==> config.mk <==
export PLATFORM = sky130hd
export DESIGN_NAME = mem_arbiter_flat
export DESIGN_NICKNAME = d
export VERILOG_FILES = /design/src/rtl/mem_arb_pkg.sv /design/src/rtl/mem_arb_if.sv /design/src/rtl/mem_arb_watchdog.sv /design/src/rtl/mem_arbiter.sv /design/src/flat_wrapper.sv
export SDC_FILE = /design/constraint.sdc
export NUM_CORES = 1
export LEC_CHECK = 0
export ABC_AREA = 1
export BUFFER_PORTS_ARGS = -buffer_cell sky130_fd_sc_hd__buf_2
export CORE_ASPECT_RATIO = 1.5
export CORE_UTILIZATION = 43
export DETAILED_ROUTE_END_ITERATION = 10
export PLACE_DENSITY = 0.77
export SLEW_MARGIN = 20
export SYNTH_ARGS = -nofsm -noshare
export SYNTH_HDL_FRONTEND = slang
export SYNTH_SLANG_ARGS = --single-unit
==> constraint.sdc <==
create_clock -name clk_i -period 4.4 [get_ports clk_i]
set_input_delay 0.44 -clock clk_i [delete_from_list [all_inputs] [get_ports clk_i]]
set_output_delay 0.44 -clock clk_i [all_outputs]
set_load 0.05 [all_outputs]
==> src/rtl/mem_arb_pkg.sv <==
// Shared types and defaults for the unified-memory arbiter: FSM state codes,
// grant-id encoding and default bus/watchdog sizes.
package mem_arb_pkg;

    localparam int unsigned ADDR_W_DEF    = 32;
    localparam int unsigned DATA_W_DEF    = 32;
    localparam int unsigned TO_CYCLES_DEF = 255;

    typedef logic [1:0] state_t;

    localparam state_t IDLE    = 2'd0;
    localparam state_t IF_BUSY = 2'd1;
    localparam state_t DM_BUSY = 2'd2;

    typedef logic gnt_t;

    localparam gnt_t GNT_IF = 1'b0;
    localparam gnt_t GNT_DM = 1'b1;

endpackage

==> src/rtl/mem_arb_if.sv <==
// Unified memory bus between the arbiter (master) and the memory (slave).
// Signal names match the legacy flat port names of mem_arbiter.
interface mem_arb_if
    import mem_arb_pkg::*;
#(
    parameter int unsigned ADDR_W = ADDR_W_DEF,
    parameter int unsigned DATA_W = DATA_W_DEF
) ();

    logic              mem_req_o;
    logic              mem_we_o;
    logic [ADDR_W-1:0] mem_addr_o;
    logic [DATA_W-1:0] mem_wdata_o;
    logic [DATA_W-1:0] mem_rdata_i;
    logic              mem_ack_i;

    modport master (
        output mem_req_o,
        output mem_we_o,
        output mem_addr_o,
        output mem_wdata_o,
        input  mem_rdata_i,
        input  mem_ack_i
    );

    modport slave (
        input  mem_req_o,
        input  mem_we_o,
        input  mem_addr_o,
        input  mem_wdata_o,
        output mem_rdata_i,
        output mem_ack_i
    );

endinterface

==> src/rtl/mem_arb_watchdog.sv <==
// Busy-cycle watchdog: counts enabled cycles since the last clear and raises
// timeout once TO_CYCLES cycles have elapsed; the count holds at the limit.
module mem_arb_watchdog
    import mem_arb_pkg::*;
#(
    parameter int unsigned TO_CYCLES = TO_CYCLES_DEF
) (
    input  logic clk,
    input  logic rst,
    input  logic clear,
    input  logic enable,
    output logic timeout
);

    localparam int unsigned CNT_W = (TO_CYCLES < 2) ? 1 : $clog2(TO_CYCLES + 1);
    localparam logic [CNT_W-1:0] LIMIT = CNT_W'(TO_CYCLES);

    logic [CNT_W-1:0] count;

    always_ff @(posedge clk or posedge rst) begin
        if (rst) begin
            count <= '0;
        end else if (clear) begin
            count <= '0;
        end else if (enable && !timeout) begin
            count <= count + CNT_W'(1);
        end
    end

    assign timeout = (count == LIMIT);

endmodule

==> src/rtl/mem_arbiter.sv <==
// Arbitrates instruction-fetch and data-memory requests onto one memory bus.
// Define MEM_ARB_RR_EN for round-robin on simultaneous requests (default: DM priority).
module mem_arbiter
    import mem_arb_pkg::*;
#(
    parameter int unsigned ADDR_W    = ADDR_W_DEF,
    parameter int unsigned DATA_W    = DATA_W_DEF,
    parameter int unsigned TO_CYCLES = TO_CYCLES_DEF
) (
    input  logic              clk_i,
    input  logic              rst_i,
    input  logic              start_i,

    input  logic              if_req_i,
    input  logic [ADDR_W-1:0] if_addr_i,
    output logic [DATA_W-1:0] if_rdata_o,
    output logic              if_valid_o,
    output logic              if_stall_o,

    input  logic              dm_req_i,
    input  logic              dm_we_i,
    input  logic [ADDR_W-1:0] dm_addr_i,
    input  logic [DATA_W-1:0] dm_wdata_i,
    output logic [DATA_W-1:0] dm_rdata_o,
    output logic              dm_valid_o,
    output logic              dm_stall_o,

    mem_arb_if.master         mem,

    output logic              err_o
);

    state_t            state;
    logic [ADDR_W-1:0] addr_q;
    logic              we_q;
    logic [DATA_W-1:0] wdata_q;
    logic              timeout;
    logic              grant_any;
    gnt_t              grant_id;

    assign grant_any = start_i & (if_req_i | dm_req_i);

`ifdef MEM_ARB_RR_EN
    gnt_t last_gnt;

    // On a tie the requester that did not win last time gets the bus.
    always_comb begin
        grant_id = GNT_IF;
        if (if_req_i && dm_req_i) begin
            grant_id = (last_gnt == GNT_IF) ? GNT_DM : GNT_IF;
        end else if (dm_req_i) begin
            grant_id = GNT_DM;
        end
    end

    always_ff @(posedge clk_i or posedge rst_i) begin
        if (rst_i) begin
            last_gnt <= GNT_IF;
        end else if (state == IDLE && grant_any) begin
            last_gnt <= grant_id;
        end
    end
`else
    always_comb begin
        grant_id = dm_req_i ? GNT_DM : GNT_IF;
    end
`endif

    mem_arb_watchdog #(
        .TO_CYCLES (TO_CYCLES)
    ) u_watchdog (
        .clk     (clk_i),
        .rst     (rst_i),
        .clear   (state == IDLE),
        .enable  (state != IDLE),
        .timeout (timeout)
    );

    always_ff @(posedge clk_i or posedge rst_i) begin
        if (rst_i) begin
            state      <= IDLE;
            addr_q     <= '0;
            we_q       <= 1'b0;
            wdata_q    <= '0;
            if_rdata_o <= '0;
            if_valid_o <= 1'b0;
            dm_rdata_o <= '0;
            dm_valid_o <= 1'b0;
            err_o      <= 1'b0;
        end else begin
            if_valid_o <= 1'b0;
            dm_valid_o <= 1'b0;
            err_o      <= 1'b0;
            case (state)
                IDLE: begin
                    if (grant_any) begin
                        if (grant_id == GNT_DM) begin
                            state   <= DM_BUSY;
                            addr_q  <= dm_addr_i;
                            we_q    <= dm_we_i;
                            wdata_q <= dm_wdata_i;
                        end else begin
                            state   <= IF_BUSY;
                            addr_q  <= if_addr_i;
                            we_q    <= 1'b0;
                            wdata_q <= '0;
                        end
                    end
                end
                IF_BUSY: begin
                    // Ack is tested first so a same-cycle timeout loses.
                    if (mem.mem_ack_i) begin
                        if_rdata_o <= mem.mem_rdata_i;
                        if_valid_o <= 1'b1;
                        state      <= IDLE;
                    end else if (timeout) begin
                        if_rdata_o <= '0;
                        if_valid_o <= 1'b1;
                        err_o      <= 1'b1;
                        state      <= IDLE;
                    end
                end
                DM_BUSY: begin
                    if (mem.mem_ack_i) begin
                        if (!we_q) begin
                            dm_rdata_o <= mem.mem_rdata_i;
                        end
                        dm_valid_o <= 1'b1;
                        state      <= IDLE;
                    end else if (timeout) begin
                        dm_rdata_o <= '0;
                        dm_valid_o <= 1'b1;
                        err_o      <= 1'b1;
                        state      <= IDLE;
                    end
                end
                default: begin
                    state <= IDLE;
                end
            endcase
        end
    end

    assign mem.mem_req_o   = (state != IDLE);
    assign mem.mem_we_o    = we_q;
    assign mem.mem_addr_o  = addr_q;
    assign mem.mem_wdata_o = wdata_q;

    assign if_stall_o = if_req_i & ~if_valid_o;
    assign dm_stall_o = dm_req_i & ~dm_valid_o;

endmodule

==> src/flat_wrapper.sv <==
// flat-port wrapper written by rule: the top's interface ports become plain ports
module mem_arbiter_flat import mem_arb_pkg::*;
#(
    parameter int unsigned ADDR_W    = ADDR_W_DEF,
    parameter int unsigned DATA_W    = DATA_W_DEF,
    parameter int unsigned TO_CYCLES = TO_CYCLES_DEF
)
  (clk_i, rst_i, start_i, if_req_i, if_addr_i, if_rdata_o, if_valid_o, if_stall_o, dm_req_i, dm_we_i, dm_addr_i, dm_wdata_i, dm_rdata_o, dm_valid_o, dm_stall_o, err_o, mem_mem_req_o, mem_mem_we_o, mem_mem_addr_o, mem_mem_wdata_o, mem_mem_rdata_i, mem_mem_ack_i);
  mem_arb_if #(.ADDR_W(ADDR_W), .DATA_W(DATA_W)) mem_i ();
  input  logic clk_i;
  input  logic rst_i;
  input  logic start_i;
  input  logic if_req_i;
  input  logic [ADDR_W-1:0] if_addr_i;
  output logic [DATA_W-1:0] if_rdata_o;
  output logic if_valid_o;
  output logic if_stall_o;
  input  logic dm_req_i;
  input  logic dm_we_i;
  input  logic [ADDR_W-1:0] dm_addr_i;
  input  logic [DATA_W-1:0] dm_wdata_i;
  output logic [DATA_W-1:0] dm_rdata_o;
  output logic dm_valid_o;
  output logic dm_stall_o;
  output logic err_o;
  output wire logic [$bits(mem_i.mem_req_o)-1:0] mem_mem_req_o;
  output wire logic [$bits(mem_i.mem_we_o)-1:0] mem_mem_we_o;
  output wire logic [$bits(mem_i.mem_addr_o)-1:0] mem_mem_addr_o;
  output wire logic [$bits(mem_i.mem_wdata_o)-1:0] mem_mem_wdata_o;
  input wire logic [$bits(mem_i.mem_rdata_i)-1:0] mem_mem_rdata_i;
  input wire logic [$bits(mem_i.mem_ack_i)-1:0] mem_mem_ack_i;
  assign mem_mem_req_o = mem_i.mem_req_o;
  assign mem_mem_we_o = mem_i.mem_we_o;
  assign mem_mem_addr_o = mem_i.mem_addr_o;
  assign mem_mem_wdata_o = mem_i.mem_wdata_o;
  assign mem_i.mem_rdata_i = mem_mem_rdata_i;
  assign mem_i.mem_ack_i = mem_mem_ack_i;
  mem_arbiter #(.ADDR_W(ADDR_W), .DATA_W(DATA_W), .TO_CYCLES(TO_CYCLES)) u_core (.clk_i(clk_i), .rst_i(rst_i), .start_i(start_i), .if_req_i(if_req_i), .if_addr_i(if_addr_i), .if_rdata_o(if_rdata_o), .if_valid_o(if_valid_o), .if_stall_o(if_stall_o), .dm_req_i(dm_req_i), .dm_we_i(dm_we_i), .dm_addr_i(dm_addr_i), .dm_wdata_i(dm_wdata_i), .dm_rdata_o(dm_rdata_o), .dm_valid_o(dm_valid_o), .dm_stall_o(dm_stall_o), .mem(mem_i), .err_o(err_o));
endmodule
### Word level (Yosys, flattened, before mapping)

Cells that the tools add are included.

| storage, ports and cells | value |
|---|---|
| word-level logic and storage cells | 55 |
| register bits | 142 |
| bits of input ports | 135 |
| output and inout port bits | 135 |

| cells by class | value |
|---|---|
| reduce and logical (&&, ||, !) cells | 11 |
| add/sub/neg operators | 1 |
| mux-type cells | 21 |
| eq/ne operators | 6 |
| bitwise logic cells | 6 |

Operator list:

| operator | count |
|---|---|
| 2-to-1 mux 32 bit | 6 |
| 2-to-1 mux 8 bit | 2 |
| adder 8 x 1 -> 8 bit, second input constant | 1 |
| == test 8 bit, second input constant | 1 |
| 2-to-1 mux 1 bit | 8 |
| 2-to-1 mux 2 bit | 4 |
| AND reduction 2 bit | 3 |
| nonzero test 2 bit | 3 |
| case mux 2 bit (2 select lines) | 1 |
| AND 1 bit | 3 |
| != test 3 x 1 -> 1 bit, second input constant | 1 |
| AND reduction 3 bit | 1 |
| == test 2 x 1 -> 1 bit, second input constant | 1 |
| == test 2 bit, second input constant | 1 |
| logical NOT 2 bit | 1 |
| != test 2 x 1 -> 1 bit, second input constant | 1 |
| != test 2 bit, second input constant | 1 |
| NOT 1 bit | 2 |
| OR reduction 2 bit | 1 |
| logical AND 1 bit | 1 |
| logical NOT 1 bit | 1 |
| OR 1 bit | 1 |

### Depth between registers and ports, before layout

Gate-level depths: netlist of run 1.

| depth | value |
|---|---|
| word-level depth | 5 |
| depth in mapped cells | 9 |
| gate-level depth less buffers | 8 |

### Hierarchy

A second synthesis of run 1 with hierarchy kept.

| unflattened totals | value |
|---|---|
| cells, all modules | 731 |
| area total of the unflattened synthesis | 6,105.9 um2 |

By module, submodules not included:

| module | cells each | area each (um2) | sequential area each (um2) | times used |
|---|---|---|---|---|
| mem_arbiter | 662 | 5,599.1 | 3,353.2 | 1 |
| mem_arb_watchdog | 69 | 506.7 | 200.2 | 1 |

### Least setup slack after synthesis of run 1

Ideal clock, no wire load.

| timing | value |
|---|---|
| path type | input-to-output |
| start | input port dm_req_i |
| end | output port dm_stall_o |
| setup slack | 2,628 ps |
| required time | 3,960 ps |
| buffers on the path | 1 |
| cell stages on the path | 3 |
| arrival | 1,332 ps |
| path through | buf_2 -> inv_1 -> nor2_1 |

| between the ends | value |
|---|---|
| cells in the longest elaborated chain, start to end | 1 |

RTL lines:

| what | RTL line | text |
|---|---|---|
| start, declared | flat_wrapper.sv:18 | `input logic dm_req_i;` |
| AND 1 bit | mem_arbiter.sv:150 | `assign dm_stall_o = dm_req_i & ~dm_valid_o;` |
| end, declared | flat_wrapper.sv:24 | `output logic dm_stall_o;` |

No other way between the ends.

### Worst setup path in the final report of run 1

| timing | value |
|---|---|
| start | register u_core.state[0] |
| end | register u_core.we_q, in the netlist u_core.mem.mem_we_o |

| between the ends | value |
|---|---|
| cells in the longest elaborated chain, start to end | 2 |

RTL lines:

| what | RTL line | text |
|---|---|---|
| start, declared | mem_arbiter.sv:33 | `state_t state;` |
| start signal, assigned | mem_arbiter.sv:81 | `state <= IDLE;` |
| start signal, assigned | mem_arbiter.sv:98 | `state <= DM_BUSY;` |
| start signal, assigned | mem_arbiter.sv:103 | `state <= IF_BUSY;` |
| logical NOT 2 bit | mem_arbiter.sv:94 | `case (state)` |
| AND reduction 2 bit (no line) | n/a |  |
| end signal, assigned | mem_arbiter.sv:100 | `we_q <= dm_we_i;` |
| end, declared | mem_arbiter.sv:35 | `logic we_q;` |

No other way between the ends.
A chain may end at the register's enable or synchronous reset.

==> out/metrics.cfg, run 1 <==
[critical_path]
worst-path-max-fanout = 98
cp_top_family = simple AND/OR/NAND/NOR gates
crit_path_start = u_core.state[0]$_DFFE_PP0P_
required_ns = 4.71
critPathCaptureType = register
cp_slowest_cell = nor2_4
path_cells = inv_1, ha_1, nand2_4, nor2_4, nand2_1, o21ai_1
start_kind = register
arrival_ns = 2.67
rr_startpoint = u_core.state[0]$_DFFE_PP0P_
crit_buf_inv = 1
setup.worst_path.class = reg2reg
slowest_delay_ns = 0.81

[synthesis]
seq_area_frac_synth = 0.587
synth_area_per_cell_sq_um = 9.26
synth_enable_flop_cells = 0
synthFlopType = dfrtp_1
yosysUniqueCellTypes = 30
ys_warn_count = 0
netlist_area_sq_um = 6050
syn_inst = 653
ys_seq_elements = 142
async_flop_share = 1.00
syn-num-nets = 792

[pwr]
combPwrFrac = 0.505
power.share.sequential = 0.303
switching_share = 0.528
p_total_mw = 7.21
power_density_nw_per_um2 = 904
power.internal_mw = 3.41
ir_worst_vdd_v = 0.000527
power_leakage_nw = 4.65
pwr-share-clk = 0.191
power_switching_mw = 3.81

[global_route]
grt_pass1_vias = 5320
overflow = 0
antenna_found_initial = 1
grtUsageTotal = 0.228
grt_max_degree = 106
grt_pass1_wl_um = 25900

[sta]
skew_ns = 0.0162
finalCriticalPeriod_ns = 2.36
fmax_mhz = 424
report.final.hold_viol_count = 0
period_share = 0.536
rsz0062_at_grt = no
slew_headroom = 0.307
finalSetupViolations = 0
fin_setup_tns_ns = 0
drv_slew = 0
tightest_slew_ns = 1.03

[clocking]
cts_buffers = 17
cts_tree = yes
cts_max_level = 4
hold_buffers = 0
cts_sinks = 142
clockRootBuffer = clkbuf_16
path_clk_slew_ns = 0.07
cts-resized-gates = 0
ctsLongestPathBuffers = 2
insertion_delay_ns = 0.42
cts_setup_buffers = 0

[route]
met3_length_um = 984
highest_layer = met4
via_per_inst = 5.03
wl_met2_um = 8390
vias = 5428
wirelength_um = 16200
firstDrtPassIters = 4
route.detailed.drc = 0
wl_met1_um = 6410
wl_per_cell_um = 15.0
antenna_left = 0
drt-initial-drc-count = 166

[floorplan]
coreArea_sq_um = 13600
die-area_sq_um = 14600
boundaryPins = 270
die_h_um = 147
rows = 52
die_x_um = 98.8
start_util = 0.445

[run_status]
status = complete, no violations

[final_layout]
area.growth.synth_to_final_pct = 31.9
nNetsFinal = 1044
nFillCells = 1226
layout-drive-gt1-share = 0.346

[placement]
dp_hpwl_um = 11100
gp_congestion = 0.793
port_buffers = 269

[min_path]
hp-class = in2async

[flow_run]
drv_cap = 0

==> worst reg2reg max path: stages (launching register included) <==
cell and delay (ns):
dfrtp_1 0.39, inv_1 0.09, ha_1 0.25, nand2_4 0.49
nor2_4 0.83, nand2_1 0.11, o21ai_1 0.10
==> registers in the layout, indices dropped and copies added, names as in the netlist <==
register / count
u_core.mem.mem_addr_o: 32
u_core.err_o: 1
u_core.mem.mem_we_o: 1
u_core.dm_valid_o: 1
u_core.mem.mem_wdata_o: 32
u_core.u_watchdog.count: 8
u_core.if_rdata_o: 32
u_core.if_valid_o: 1
u_core.dm_rdata_o: 32
u_core.state: 2
==> per-layer routing <==
metal | vias up | GRT usage
met5 | - | 0
met2 | 222 | 0.412
met4 | 0 | 0.0948
met1 | 2553 | 0.261
met3 | 31 | 0.0447
li1 | 2622 | -
==> kinds of logic after synthesis <==
| logic type | synth area share |
|---|---|
| muxes | 0.0529 |
| and+or+nand+nor | 0.262 |
| DFF | 0.587 |
| buffers and inverters | 0.0515 |
| adders and majority gates | 0.00827 |
| AOI/OAI and AO/OA | 0.0381 |
==> placed cells by master (no fill, tap or decap), drive strengths merged <==
cell type  count
nand3         41
o21bai         1
buf          274
clkinv         6
dfrtp        142
clkinvlp       3
nand2        285
o21ai         38
nor3           1
mux2i         32
inv           23
a21o           1
nand4         34
ha             4
bufinv         1
nor2           8
or2            1
diode          1
a21boi         1
a21oi          1
a31oi          2
clkbuf        18
==> synth_stat cells (3+ instances only) <==
library cell / number / area [sq um]
o21ai_0: 36 / 180
nand2_4: 3 / 33.8
dfrtp_1: 142 / 3550
nor2_1: 5 / 18.8
nand3_1: 40 / 200
ha_1: 4 / 50.1
buf_6: 7 / 78.8
nand2_1: 281 / 1050
buf_2: 13 / 65.1
clkbuf_1: 14 / 52.6
mux2i_1: 32 / 320
inv_1: 17 / 63.8
buf_4: 3 / 22.5
nand4_1: 34 / 213
==> power groups by stage <==
stage	Combinational [mW]	Sequential, mW	Clock (mW)
final	3.65	2.19	1.38
after global routing	3.88	2.26	1.46
after CTS	3.68	2.19	1.41
after detailed placement	3.68	2.18	0
after global placement	3.63	2.18	0
after floorplan	0.817	4.15	0
==> final cells by class <==
cell class	count	area (sq um)	area share
inverters	20	80.1	0.0100
multi-input cells	450	2180	0.274
diodes	1	2.50	0.000314
clock buffers	18	439	0.0551
flip-flops and latches	142	3550	0.445
well taps	162	203	0.0254
clock inverters	13	131	0.0165
repair buffers	274	1380	0.173
==> path summary, 6_finish.rpt <==
path / cells after the start / to / slack (ns)
min: 2 / u_core.dm_rdata_o[25]$_DFFE_PP0P_ / 0.22
max in group asynchronous: 3 / u_core.dm_rdata_o[18]$_DFFE_PP0P_ / 3.10
min in group clk_i: 3 / u_core.mem.mem_wdata_o[17]$_DFFE_PP0P_ / 0.22
max reg2reg: 6 / u_core.mem.mem_we_o$_DFFE_PP0P_ / 2.04
min reg2reg: 2 / u_core.dm_rdata_o[22]$_DFFE_PP0P_ / 0.47
max: 6 / u_core.mem.mem_we_o$_DFFE_PP0P_ / 2.04
==> metrics by stage <==
step,cell area [sq um],cells,setup slack (ns),hold WS [ns],util
global placement,7400,1048,2.10,0.449,0.545
CTS,7980,1079,2.00,0.204,0.586
finish,7980,1080,2.04,0.219,0.587
detailed placement,7400,1048,2.03,0.454,0.545
floorplan,6050,653,0.150,0.467,-
global route,7980,1080,1.75,0.213,0.587
Note: power is estimated with default switching activity, not from simulation.
==> run 2, diff against run 1 <==
==> constraint.sdc (replaced) <==
create_clock -name clk_i -period 2 [get_ports clk_i]
set_input_delay 0.2 -clock clk_i [delete_from_list [all_inputs] [get_ports clk_i]]
set_output_delay 0.2 -clock clk_i [all_outputs]
set_load 0.05 [all_outputs]
==> run 2 against run 1 <==
Effect of this change:
- sequential share of layout area fell by 2.7 points
- count of clock-buffer cells in the layout is the same
- non-clock buffer count grew 42
- via count grew 1.1%
- global-route usage rose by 1.1 points
- sequential power is 120% higher
- combinational power rose by 130%
- utilization up 3.8 points
- register-to-register slack got worse by 1.7 ns
- total power increased by 130%
==> out/metrics.cfg, run 2 (synthesis gave the netlist of run 1 again) <==
[sta]
skew_ns = 0.0102  ; -0.00599 ns
rsz0062_at_grt = no
tightest_slew_ns = 0.549  ; -0.485 ns
slew_headroom = 0.634  ; +0.327
period_share = 0.952
finalCriticalPeriod_ns = 1.90
finalSetupViolations = 0  ; unchanged
report.final.hold_viol_count = 0  ; unchanged
drv_slew = 0  ; unchanged
fin_setup_tns_ns = 0  ; unchanged
fmax_mhz = 525
timing.hold.ws_ns = 0.0149  ; -0.204 ns

[clocking]
clockRootBuffer = clkbuf_16
cts_max_level = 4  ; unchanged
ctsLongestPathBuffers = 2  ; unchanged
path_clk_slew_ns = 0.06  ; about the same
insertion_delay_ns = 0.41  ; about the same
cts_tree = yes
cts_sinks = 142  ; unchanged
cts_buffers = 17  ; unchanged

[floorplan]
boundaryPins = 270  ; unchanged
die-area_sq_um = 14600  ; unchanged
start_util = 0.445  ; unchanged
rows = 52  ; unchanged
die_h_um = 147  ; unchanged
die_x_um = 98.8  ; unchanged
coreArea_sq_um = 13600  ; unchanged

[global_route]
overflow = 0  ; unchanged
grt_use_met2 = 0.431  ; +0.0192
grt.met1_usage = 0.265  ; +0.00354
met3_usage = 0.0571  ; +0.0124
grt_pass1_wl_um = 26900  ; +4.1%
grt_max_degree = 74  ; -30%
antenna_found_initial = 0  ; -1
grt_pass1_vias = 5523  ; +3.8%
grtUsageTotal = 0.239  ; +0.0108
grt_busiest_layer = met2

[route]
firstDrtPassIters = 4  ; unchanged
antenna_left = 0  ; unchanged
wirelength_um = 16800  ; +4.0%
vias = 5489  ; +1.1%
wl_per_cell_um = 15.0  ; +0.14%
via_per_inst = 4.89  ; -2.7%
route.detailed.drc = 0  ; unchanged
drt-initial-drc-count = 274  ; +65%

[critical_path]
required_ns = 1.80  ; -2.91 ns
cp_top_family = buffers and inverters
rr_startpoint = u_core.u_watchdog.count[0]$_DFFE_PP0P_
rrSetupSlack_ns = 0.29  ; -1.75 ns
setup.worst_path.class = reg2out
cp_slowest_cell = dfrtp_1
crit_buf_inv = 3  ; +2
path_cells = inv_1, ha_1, clkinvlp_4, buf_2
worst-r2r-cell-count = 8  ; +2
arrival_ns = 1.70  ; -0.97 ns
slowest_delay_ns = 0.40  ; -0.41 ns
worst-path-max-fanout = 10  ; -90%
critPathCaptureType = output pin
start_kind = register
r2r_end = u_core.dm_rdata_o[14]$_DFFE_PP0P_

[pwr]
power_leakage_nw = 4.89  ; +5.1%
power_density_nw_per_um2 = 1920  ; +110%
ir_worst_vdd_v = 0.00132  ; +150%
p_total_mw = 16.3  ; +130%

[final_layout]
nNetsFinal = 1086  ; +4.0%
finish.instance_area_sq_um = 8490  ; +6.4%
final-seq-area_sq_um = 3550  ; unchanged
nFillCells = 1148  ; -6.4%
layout-drive-gt1-share = 0.342  ; -0.00403
final_common_cell = nand2_1
mostFrequentLayoutCells = nand2_1 (281), buf_2 (269), dfrtp_1 (142)
area.growth.synth_to_final_pct = 40.4
multi_input_area_sq_um = 2180  ; unchanged
antennaDiodeCount = 0  ; -1

[min_path]
min_to = u_core.mem.mem_wdata_o[31]$_DFFE_PP0P_
hold_depth = 3
hp-class = in2reg
hold_start = dm_wdata_i[31]

[placement]
port_buffers = 269  ; unchanged
gp_congestion = 0.812  ; +2.5%
dp_hpwl_um = 11700  ; +5.3%
dpl_cell_area_sq_um = 7550  ; +2.0%

[flow_run]
drv_cap = 0  ; unchanged

[run_status]
status = complete, no violations

## run 2: changes by cell type in the layout (fill, tap and decap cells not counted), moves of 2 or more
cell and change:
dlygate4sd3_1 +32, buf_12 +6, buf_4 +4, inv_6 -4
clkinv_4 +3, bufinv_16 +2, clkinv_1 -2
## run 2: worst max path at each step
stage / startpoint / endpoint / slack (ns) / depth (start not counted)
2_1_floorplan: rst_i / u_core.dm_rdata_o[0]$_DFFE_PP0P_ / 0.02 / 1
3_3_place_gp: u_core.u_watchdog.count[0]$_DFFE_PP0P_ / u_core.dm_rdata_o[26]$_DFFE_PP0P_ / 0.36 / 8
3_5_place_dp: u_core.u_watchdog.count[0]$_DFFE_PP0P_ / u_core.dm_rdata_o[23]$_DFFE_PP0P_ / 0.30 / 8
4_1_cts: u_core.state[0]$_DFFE_PP0P_ / mem_mem_req_o / 0.04 / 4
5_1_grt: u_core.state[0]$_DFFE_PP0P_ / mem_mem_req_o / 0.01 / 4
6_report: u_core.state[1]$_DFFE_PP0P_ / mem_mem_req_o / 0.1 / 4
## run 2: area by class of cell
type,instances,area share
sequential,142,0.418
multi-input combinational,450,0.257
timing repair buffer,316,0.218
clock buffer,18,0.0505
tap,162,0.0239
clock inverter,14,0.0218
inverter,20,0.00972
## run 2: per-stage QoR
stage / worst slack, ns / std cells / utilization
after floorplan: 0.0229 / 653 / -
after global placement: 0.362 / 1058 / 0.555
after CTS: 0.0376 / 1122 / 0.624
after detailed placement: 0.304 / 1058 / 0.555
final: 0.0954 / 1122 / 0.624
after global routing: 0.0129 / 1122 / 0.624
## run 2: where the power goes
part / switching (mW) / internal, mW / leakage, nW / total [mW]
clock network: 1.25 / 1.99 / 0.301 / 3.24
logic: 6.47 / 1.76 / 2.78 / 8.23
registers: 0.682 / 4.13 / 1.81 / 4.81
## run 2: routing by layer
layer / part of all wire / up-vias
li1: - / 2714
met1: 0.38 / 2530
met2: 0.53 / 210
met3: 0.056 / 35
met4: 0.026 / 0
met5: 0 / -
## run 2: what timing repair did
action	in CTS	in global routing
setup buffers	0	0
resized for setup	0	1
setup endpoints to repair	0	1
hold buffers	32	0
endpoints found under the hold margin	36	0
## run 2: worst register-to-register path: stages, from the launching register on
cell	delay, ns
dfrtp_1	0.37
ha_1	0.23
nand2_1	0.11
nor2_4	0.13
nand2_4	0.10
nand2_4	0.09
nand3_4	0.31
nand2_1	0.18
nand2_1	0.07
==> run 3, diff against run 2 <==
--- a/config.mk
+++ b/config.mk
@@ -10,7 +10,8 @@
 export CORE_ASPECT_RATIO = 1.5
 export CORE_UTILIZATION = 43
 export DETAILED_ROUTE_END_ITERATION = 10
-export PLACE_DENSITY = 0.77
+export PLACE_DENSITY = 0.84
+export RECOVER_POWER = 25
 export SLEW_MARGIN = 20
 export SYNTH_ARGS = -nofsm -noshare
 export SYNTH_HDL_FRONTEND = slang
==> run 3 against run 2 <==
Effect of this change:
- worst setup slack barely moved
- via count increased by 5.0%
- utilization shrank 0.80 points
- critical endpoint unchanged
==> out/metrics.cfg, run 3 (synthesis gave the netlist of run 1 again) <==
[route]
antenna_left = 0  ; unchanged
vias = 5761  ; +5.0%
wl_per_cell_um = 15.6  ; +3.7%
firstDrtPassIters = 5  ; +1
drt-initial-drc-count = 291  ; +6.2%
wirelength_um = 17400  ; +3.6%
route.detailed.drc = 0  ; unchanged
via_per_inst = 5.14  ; +5.0%

[sta]
report.final.hold_viol_count = 0  ; unchanged
drv_slew = 0  ; unchanged
period_share = 0.952  ; about the same
slew_headroom = 0.483  ; -0.151
skew_ns = 0.0103  ; +0.000156 ns
finalSetupViolations = 0  ; unchanged
finalCriticalPeriod_ns = 1.90  ; -0.000236 ns
tightest_slew_ns = 0.771  ; +0.223 ns
fin_setup_tns_ns = 0  ; unchanged
fmax_mhz = 525  ; about the same
postLayoutSetupSlackWorst_ns = 0.0956  ; +0.000236 ns
timing.hold.ws_ns = 0.0172  ; +0.00233 ns

[critical_path]
start_kind = register
worst-r2r-cell-count = 8  ; unchanged
worst-path-max-fanout = 10  ; unchanged
rr_startpoint = u_core.u_watchdog.count[1]$_DFFE_PP0P_
critPathCaptureType = output pin
crit_path_start = u_core.state[0]$_DFFE_PP0P_
setup.worst_path.class = reg2out
rrSetupSlack_ns = 0.25  ; -0.04 ns
arrival_ns = 1.70  ; about the same
endpoint = mem_mem_req_o
r2r_end = u_core.dm_rdata_o[14]$_DFFE_PP0P_
required_ns = 1.80  ; about the same

[placement]
dpl_cell_area_sq_um = 7530  ; -0.33%
gp_congestion = 0.888  ; +9.3%
dp_hpwl_um = 12100  ; +2.9%
post-place-ws_ns = 0.264  ; -0.0403 ns
port_buffers = 269  ; unchanged

[floorplan]
start_util = 0.445  ; unchanged
coreArea_sq_um = 13600  ; unchanged
boundaryPins = 270  ; unchanged
die_x_um = 98.8  ; unchanged
die_h_um = 147  ; unchanged
rows = 52  ; unchanged
die-area_sq_um = 14600  ; unchanged

[final_layout]
area.growth.synth_to_final_pct = 38.6
multi_input_area_sq_um = 2180  ; unchanged
final_common_cell = nand2_1
final-seq-area_sq_um = 3550  ; unchanged
antennaDiodeCount = 0  ; unchanged
nNetsFinal = 1085  ; -0.092%
mostFrequentLayoutCells = nand2_1 (281), buf_2 (269), dfrtp_1 (142)
layout-drive-gt1-share = 0.340  ; -0.00173
finish.instance_area_sq_um = 8380  ; -1.3%
nFillCells = 1140  ; -0.70%

[pwr]
power_leakage_nw = 4.83  ; -1.2%
ir_worst_vdd_v = 0.00158  ; +20%
p_total_mw = 16.1  ; -1.2%
power_density_nw_per_um2 = 1920  ; +0.10%

[clocking]
ctsLongestPathBuffers = 2  ; unchanged
cts_buffers = 17  ; unchanged
cts_tree = yes
cts_max_level = 4  ; unchanged
path_clk_slew_ns = 0.06  ; about the same
cts_setup_buffers = 0  ; unchanged
cts_sinks = 142  ; unchanged
clockRootBuffer = clkbuf_16
insertion_delay_ns = 0.41  ; about the same

[global_route]
grtUsageTotal = 0.247  ; +0.00811
grt_pass1_wl_um = 28200  ; +4.6%
grt_max_degree = 55  ; -26%
grt_pass1_vias = 5951  ; +7.7%
overflow = 0  ; unchanged
antenna_found_initial = 0  ; unchanged

[run_status]
status = complete, no violations

[min_path]
hp-class = in2reg

[flow_run]
drv_cap = 0  ; unchanged

## run 3: power breakdown
| part | internal (mW) | switching [mW] | leakage (nW) |
|---|---|---|---|
| logic | 1.70 | 6.48 | 2.74 |
| clock network | 1.76 | 1.31 | 0.277 |
| registers | 4.13 | 0.708 | 1.81 |
## run 3: repair_timing
| action | 4_1_cts | 5_1_grt |
|---|---|---|
| setup endpoints to repair | 0 | 1 |
| hold endpoints to repair | 45 | 0 |
| hold buffers | 31 | 0 |
| resized for setup | 0 | 1 |
## run 3: worst min path at each step
| stage | slack (ns) | startpoint | to | cells past startpoint |
|---|---|---|---|---|
| after floorplan | 0.31 | dm_wdata_i[0] | u_core.mem.mem_wdata_o[0]$_DFFE_PP0P_ | 2 |
| after detailed placement | 0.24 | rst_i | u_core.if_rdata_o[25]$_DFFE_PP0P_ | 2 |
| final | 0.02 | dm_we_i | u_core.mem.mem_we_o$_DFFE_PP0P_ | 3 |
| after global placement | 0.24 | rst_i | u_core.if_rdata_o[25]$_DFFE_PP0P_ | 2 |
| after global routing | 0.02 | dm_we_i | u_core.mem.mem_we_o$_DFFE_PP0P_ | 3 |
| after CTS | 0.007 | dm_we_i | u_core.mem.mem_we_o$_DFFE_PP0P_ | 3 |
## run 3: per-layer routing
layer | vias up | global-route usage | share of wire
met5 | - | 0 | 0
li1 | 2711 | - | -
met2 | 271 | 0.451 | 0.54
met4 | 0 | 0.126 | 0.034
met3 | 55 | 0.0595 | 0.065
met1 | 2724 | 0.262 | 0.36
## run 3: cell type report
class / count / share of cell area
multi-input cells: 450 / 0.261
clock inverters: 14 / 0.0175
flip-flops and latches: 142 / 0.424
inverters: 20 / 0.00955
repair buffers: 315 / 0.213
well taps: 162 / 0.0242
clock buffers: 18 / 0.0512
## run 3: worst max-delay path, stage by stage (launching register included)
cell        delay (ns)
dfrtp_1           0.39
inv_1             0.09
ha_1              0.30
clkinvlp_4        0.24
buf_2             0.27
## run 3: through the flow
step | std cells | utilization
final | 1121 | 0.616
after global routing | 1121 | 0.616
after CTS | 1121 | 0.619
after detailed placement | 1058 | 0.554
after global placement | 1058 | 0.554
after floorplan | 653 | -
